==> src/rtl/clock_screen_pkg.sv <==
// Shared encodings for the clock screen: display modes, controller states and
// the BCD limits of every editable field.
package clock_screen_pkg;

    localparam logic [1:0] MODE_NORMAL = 2'd0;
    localparam logic [1:0] MODE_HORA   = 2'd1;
    localparam logic [1:0] MODE_FECHA  = 2'd2;
    localparam logic [1:0] MODE_TIMER  = 2'd3;

    typedef enum logic [1:0] {
        ST_IDLE  = 2'd0,
        ST_EDIT  = 2'd1,
        ST_WRITE = 2'd2
    } cfg_state_t;

    localparam logic [7:0] HH_MIN   = 8'h00;
    localparam logic [7:0] HH_MAX   = 8'h23;
    localparam logic [7:0] MS_MIN   = 8'h00;
    localparam logic [7:0] MS_MAX   = 8'h59;
    localparam logic [7:0] DAY_MIN  = 8'h01;
    localparam logic [7:0] DAY_MAX  = 8'h31;
    localparam logic [7:0] MES_MIN  = 8'h01;
    localparam logic [7:0] MES_MAX  = 8'h12;
    localparam logic [7:0] YEAR_MIN = 8'h00;
    localparam logic [7:0] YEAR_MAX = 8'h99;

    // Field 0 is the leftmost field (HH or DAY).
    function automatic logic [7:0] field_min(input logic [1:0] mode, input logic [1:0] field);
        if (mode == MODE_FECHA) begin
            case (field)
                2'd0:    return DAY_MIN;
                2'd1:    return MES_MIN;
                default: return YEAR_MIN;
            endcase
        end
        return (field == 2'd0) ? HH_MIN : MS_MIN;
    endfunction

    function automatic logic [7:0] field_max(input logic [1:0] mode, input logic [1:0] field);
        if (mode == MODE_FECHA) begin
            case (field)
                2'd0:    return DAY_MAX;
                2'd1:    return MES_MAX;
                default: return YEAR_MAX;
            endcase
        end
        return (field == 2'd0) ? HH_MAX : MS_MAX;
    endfunction

endpackage

==> src/rtl/bcd_field_step.sv <==
// One-step BCD increment/decrement of a two-digit field, wrapping between
// min_val and max_val.
module bcd_field_step (
    input  logic [7:0] value,
    input  logic [7:0] min_val,
    input  logic [7:0] max_val,
    input  logic       inc,
    output logic [7:0] next_val
);

    // Valid BCD orders the same as binary, so plain compares find the limits.
    always_comb begin
        next_val = value;
        if (inc) begin
            if (value >= max_val)
                next_val = min_val;
            else if (value[3:0] == 4'd9)
                next_val = {value[7:4] + 4'd1, 4'd0};
            else
                next_val = {value[7:4], value[3:0] + 4'd1};
        end else begin
            if (value <= min_val)
                next_val = max_val;
            else if (value[3:0] == 4'd0)
                next_val = {value[7:4] - 4'd1, 4'd9};
            else
                next_val = {value[7:4], value[3:0] - 4'd1};
        end
    end

endmodule

==> src/rtl/config_mode_ctrl.sv <==
// Configuration-mode controller: button-driven field editing of time, date and
// timer values, committed to the RTC through a req/ack write handshake.
module config_mode_ctrl
    import clock_screen_pkg::*;
#(
    parameter int unsigned TIMEOUT_CYCLES = 1_000_000_000
) (
    input  logic        clock,
    input  logic        reset,
    input  logic        btn_mode,
    input  logic        btn_left,
    input  logic        btn_right,
    input  logic        btn_up,
    input  logic        btn_down,
    input  logic [23:0] live_hms,
    input  logic [23:0] live_date,
    input  logic [23:0] live_timer,
    input  logic        wr_ack,
    output logic [1:0]  config_mode,
    output logic [1:0]  cursor_location,
    output logic [23:0] edit_buf,
    output logic        edit_valid,
    output logic        wr_req,
    output logic [1:0]  wr_mode,
    output logic [23:0] wr_data
);

    localparam logic [29:0] TMO_LAST = 30'(TIMEOUT_CYCLES - 1);

    cfg_state_t  state_q, state_d;
    logic [29:0] tmo_q, tmo_d;
    logic [1:0]  config_mode_d, cursor_d, wr_mode_d;
    logic [23:0] edit_buf_d, wr_data_d;
    logic        edit_valid_d, wr_req_d;
    logic [7:0]  sel_field, stepped_field;
    logic        any_btn;

    assign any_btn = btn_mode | btn_left | btn_right | btn_up | btn_down;

    always_comb begin
        case (cursor_location)
            2'd0:    sel_field = edit_buf[23:16];
            2'd1:    sel_field = edit_buf[15:8];
            default: sel_field = edit_buf[7:0];
        endcase
    end

    // up has priority over down, so inc simply follows btn_up.
    bcd_field_step u_step (
        .value    (sel_field),
        .min_val  (field_min(config_mode, cursor_location)),
        .max_val  (field_max(config_mode, cursor_location)),
        .inc      (btn_up),
        .next_val (stepped_field)
    );

    always_comb begin
        state_d       = state_q;
        tmo_d         = tmo_q;
        config_mode_d = config_mode;
        cursor_d      = cursor_location;
        edit_buf_d    = edit_buf;
        edit_valid_d  = edit_valid;
        wr_req_d      = wr_req;
        wr_mode_d     = wr_mode;
        wr_data_d     = wr_data;
        case (state_q)
            ST_IDLE: begin
                if (btn_mode) begin
                    state_d       = ST_EDIT;
                    config_mode_d = MODE_HORA;
                    cursor_d      = 2'd0;
                    edit_buf_d    = live_hms;
                    edit_valid_d  = 1'b1;
                    tmo_d         = '0;
                end
            end
            ST_EDIT: begin
                tmo_d = any_btn ? '0 : tmo_q + 30'd1;
                if (btn_mode) begin
                    state_d      = ST_WRITE;
                    wr_req_d     = 1'b1;
                    wr_mode_d    = config_mode;
                    wr_data_d    = edit_buf;
                    edit_valid_d = 1'b0;
                end else if (btn_left) begin
                    cursor_d = (cursor_location == 2'd0) ? 2'd2 : cursor_location - 2'd1;
                end else if (btn_right) begin
                    cursor_d = (cursor_location == 2'd2) ? 2'd0 : cursor_location + 2'd1;
                end else if (btn_up || btn_down) begin
                    case (cursor_location)
                        2'd0:    edit_buf_d[23:16] = stepped_field;
                        2'd1:    edit_buf_d[15:8]  = stepped_field;
                        default: edit_buf_d[7:0]   = stepped_field;
                    endcase
                end else if (tmo_q == TMO_LAST) begin
                    state_d       = ST_IDLE;
                    config_mode_d = MODE_NORMAL;
                    edit_valid_d  = 1'b0;
                    tmo_d         = '0;
                end
            end
            ST_WRITE: begin
                // Timeout counter and buttons are frozen until the ack arrives.
                if (wr_ack) begin
                    wr_req_d = 1'b0;
                    if (wr_mode == MODE_TIMER) begin
                        state_d       = ST_IDLE;
                        config_mode_d = MODE_NORMAL;
                    end else begin
                        state_d       = ST_EDIT;
                        config_mode_d = wr_mode + 2'd1;
                        cursor_d      = 2'd0;
                        edit_buf_d    = (wr_mode == MODE_HORA) ? live_date : live_timer;
                        edit_valid_d  = 1'b1;
                        tmo_d         = '0;
                    end
                end
            end
            default: state_d = ST_IDLE;
        endcase
    end

    always_ff @(posedge clock or negedge reset) begin
        if (!reset) begin
            state_q         <= ST_IDLE;
            tmo_q           <= '0;
            config_mode     <= MODE_NORMAL;
            cursor_location <= 2'd0;
            edit_buf        <= '0;
            edit_valid      <= 1'b0;
            wr_req          <= 1'b0;
            wr_mode         <= 2'd0;
            wr_data         <= '0;
        end else begin
            state_q         <= state_d;
            tmo_q           <= tmo_d;
            config_mode     <= config_mode_d;
            cursor_location <= cursor_d;
            edit_buf        <= edit_buf_d;
            edit_valid      <= edit_valid_d;
            wr_req          <= wr_req_d;
            wr_mode         <= wr_mode_d;
            wr_data         <= wr_data_d;
        end
    end

endmodule

==> config.mk <==
export PLATFORM = sky130hd
export DESIGN_NAME = config_mode_ctrl
export DESIGN_NICKNAME = d
export VERILOG_FILES = /design/src/rtl/clock_screen_pkg.sv /design/src/rtl/bcd_field_step.sv /design/src/rtl/config_mode_ctrl.sv
export SDC_FILE = /design/constraint.sdc
export NUM_CORES = 1
export LEC_CHECK = 0
export BUFFER_PORTS_ARGS = -buffer_cell sky130_fd_sc_hd__buf_2
export CORE_MARGIN = 2
export CORE_UTILIZATION = 59
export DETAILED_ROUTE_END_ITERATION = 10
export PLACE_DENSITY_LB_ADDON = 0.3
export SYNTH_ARGS = -nofsm -noshare
export SYNTH_HDL_FRONTEND = slang
export SYNTH_SLANG_ARGS = --single-unit
==> constraint.sdc <==
create_clock -name clock -period 7.2 [get_ports clock]
set_input_delay 1.08 -clock clock [delete_from_list [all_inputs] [get_ports clock]]
set_output_delay 1.08 -clock clock [all_outputs]
set_load 0.01 [all_outputs]
==> metrics <==
required time of the critical path 7470 ps; start-to-end type of the worst setup path register to register; Floorplan Core Area 9680 µm²; met3 Resource Use GR 0.0672; hold buffer count at cts 0; slew margin rel. 0.198; total power divided by cell area 510 nW/µm²; cell area after technology mapping 5830 µm²; largest cells by area after synthesis sky130_fd_sc_hd__dfrtp_1, sky130_fd_sc_hd__mux2_2, sky130_fd_sc_hd__nor2_1; Yosys top cell by area sky130_fd_sc_hd__dfrtp_1; Hold Violations, Final 0; Most Crowded Layer GR met1; maximum number of pins on one net before global-route repair 55; number of storage elements in the synthesis netlist 88; global routing met2 resource utilization 0.477; routed wire length per instance 19.0 µm; post-synthesis async set-or-reset flop share 1.00; outcome complete, no violations; power after layout 3.44 mW; number of nets in the final layout 870; routing usage on met1 0.503; Total Negative Setup Slacks 0 ps; all-layer global routing usage 0.332; number of buffers created by CTS 9; clk sinks 88; Die Width 103 µm; maximum clock frequency 228 MHz; final critical-path required period 4380 ps; number of cell rows 36; total of max-cap violations 0; max-slew violation count 0; Antenna Cells 0; detailed-route via count 5543; worst slack at placement 2960 ps; initial antenna violation count 0; share of the core filled with cells in the final layout 0.697; classification of the worst-slack hold path register to register; hold slack 505 ps; global-route wire length before repair 27100 µm; worst clock skew on the final layout 9.48 ps; count of buffers inserted at the top-level ports 135; total global routing overflow 0; Cells after Synth 643; Post-DP HPWL 12800 µm; predominant post-synthesis flop cell sky130_fd_sc_hd__dfrtp_1; violation count after the first detailed-route iteration 487; yosys warns 0; vias per std cell 6.12; clk_lat worst skew 360 ps; post-cts gate resize count 0; sequential element share of the synthesized area 0.378; Final GP Congestion 1.01; commonest cells after routing, fill and taps aside sky130_fd_sc_hd__buf_2, sky130_fd_sc_hd__dfrtp_1, sky130_fd_sc_hd__nor2_1; clock tree from TritonCTS yes; initial cell density of the core 0.602; vertical extent of the die 103 µm; number of nets produced by synthesis 745; Final period util 0.608; die area 10700 µm²; final worst-path setup slack 2820 ps; maximum resistive drop on vdd 0.264 mV; Bufs on Longest Clock Path 2; Worst Tran Pin Value 1200 ps; clock root buffer master sky130_fd_sc_hd__clkbuf_8; most common cell after layout, fill and taps aside sky130_fd_sc_hd__buf_2; post-detailed-route DRC marker count 0; kind of start point of the critical path register; Post-CTS Setup Bufs 0; Worst Path Arrival 4650 ps; Clock transition at path regs 90 ps; total number of H-tree levels 3; library cells used by synthesis 76; number of iterations in the first detailed-routing pass 6; drt total wl 17200 µm; proportion of layout cells with a drive suffix above 1 0.301; Worst setup EP type register; unrepaired setup endpoints after global routing false; Leak 3.00 nW; area share of the largest cell type after synthesis 0.378; number of global-route vias before repair 5134; Setup violations, final 0; Post-synth EDFFs 0; count of antenna-violating nets left after detailed routing 0; synthesized area per cell 9.07 µm²; area growth from synthesis to final layout 15.7%; CP max FO 12; total I/O pin count 136
cells by family (layout without fill, tap and decap cells):
logic type	after synthesis	after routing	share of synthesized area
AND/OR/NAND/NOR	245	245	0.204
AO/OA/AOI/OAI	168	168	0.199
flip-flops	88	88	0.378
multiplexers	56	56	0.107
buffers and inverters	47	177	0.0399
adder cells (fa/ha/maj)	22	22	0.0472
XOR/XNOR	17	17	0.0255
layer usage:
metal  vias to the layer above  share of wire
met5                         -              0
met4                         0          0.020
met3                        27          0.081
met2                       296           0.45
met1                      2628           0.45
li1                       2592              -
critical path, cell delays in order, from the launching register on:
cell and delay (ps):
sky130_fd_sc_hd__dfrtp_1 430, sky130_fd_sc_hd__inv_1 130, sky130_fd_sc_hd__ha_1 420, sky130_fd_sc_hd__nor2b_1 700, sky130_fd_sc_hd__o21ai_0 280, sky130_fd_sc_hd__nand2_1 180
sky130_fd_sc_hd__inv_1 100, sky130_fd_sc_hd__ha_1 330, sky130_fd_sc_hd__a21o_1 190, sky130_fd_sc_hd__a21oi_1 200, sky130_fd_sc_hd__o2111ai_1 290, sky130_fd_sc_hd__a21o_1 350
sky130_fd_sc_hd__o41a_1 470, sky130_fd_sc_hd__a41oi_1 210
sequential cells by signal, summed over array words and instances, names as in the netlist:
name and flops:
edit_valid 1, tmo_q 30, edit_buf 24, wr_req 1, config_mode 2, state_q 2, wr_data 24, cursor_location 2
wr_mode 2
metrics by stage:
stage / instance area, µm² / instances
2_1_floorplan: 5830 / 643
3_3_place_gp: 6570 / 890
3_5_place_dp: 6570 / 890
4_1_cts: 6750 / 906
5_1_grt: 6750 / 906
6_report: 6750 / 906
synthesized netlist by cell type (all sizes together) (7+ instances only):
master	count
a21oi	34
a221oi	15
a31oi	9
and3	12
buf	10
clkbuf	17
dfrtp	88
ha	22
inv	18
mux2	52
nand2	70
nand2b	7
nand3	19
nand4	10
nor2	77
nor2b	15
o21ai	50
o31ai	8
xnor2	8
xor2	9
power by group:
group          internal (mW)  switching, mW
Clock                  0.145          0.177
Sequential             0.671          0.174
Combinational          0.900           1.38
Total                   1.72           1.73
worst paths after layout:
kind	from	to	slack, ps	cells past startpoint
min in group asynchronous	reset	tmo_q[10]$_DFFE_PN0P_	660	1
max	cursor_location[1]$_DFFE_PN0P_	edit_buf[1]$_DFFE_PN0P_	2820	13
min reg2reg	wr_data[12]$_DFFE_PN0P_	wr_data[12]$_DFFE_PN0P_	510	1
min	wr_data[12]$_DFFE_PN0P_	wr_data[12]$_DFFE_PN0P_	510	1
max reg2reg	cursor_location[1]$_DFFE_PN0P_	edit_buf[1]$_DFFE_PN0P_	2820	13
max in group asynchronous	reset	edit_buf[7]$_DFFE_PN0P_	5440	2
final cells by class:
cell class,count,area [µm²]
multi-input combinational,508,3400
fill,773,2940
sequential,88,2200
timing repair buffer,143,738
tap,133,166
clock buffer,14,163
inverter,18,67.6
clock inverter,2,13.8
Note: power is estimated with default switching activity, not from simulation.
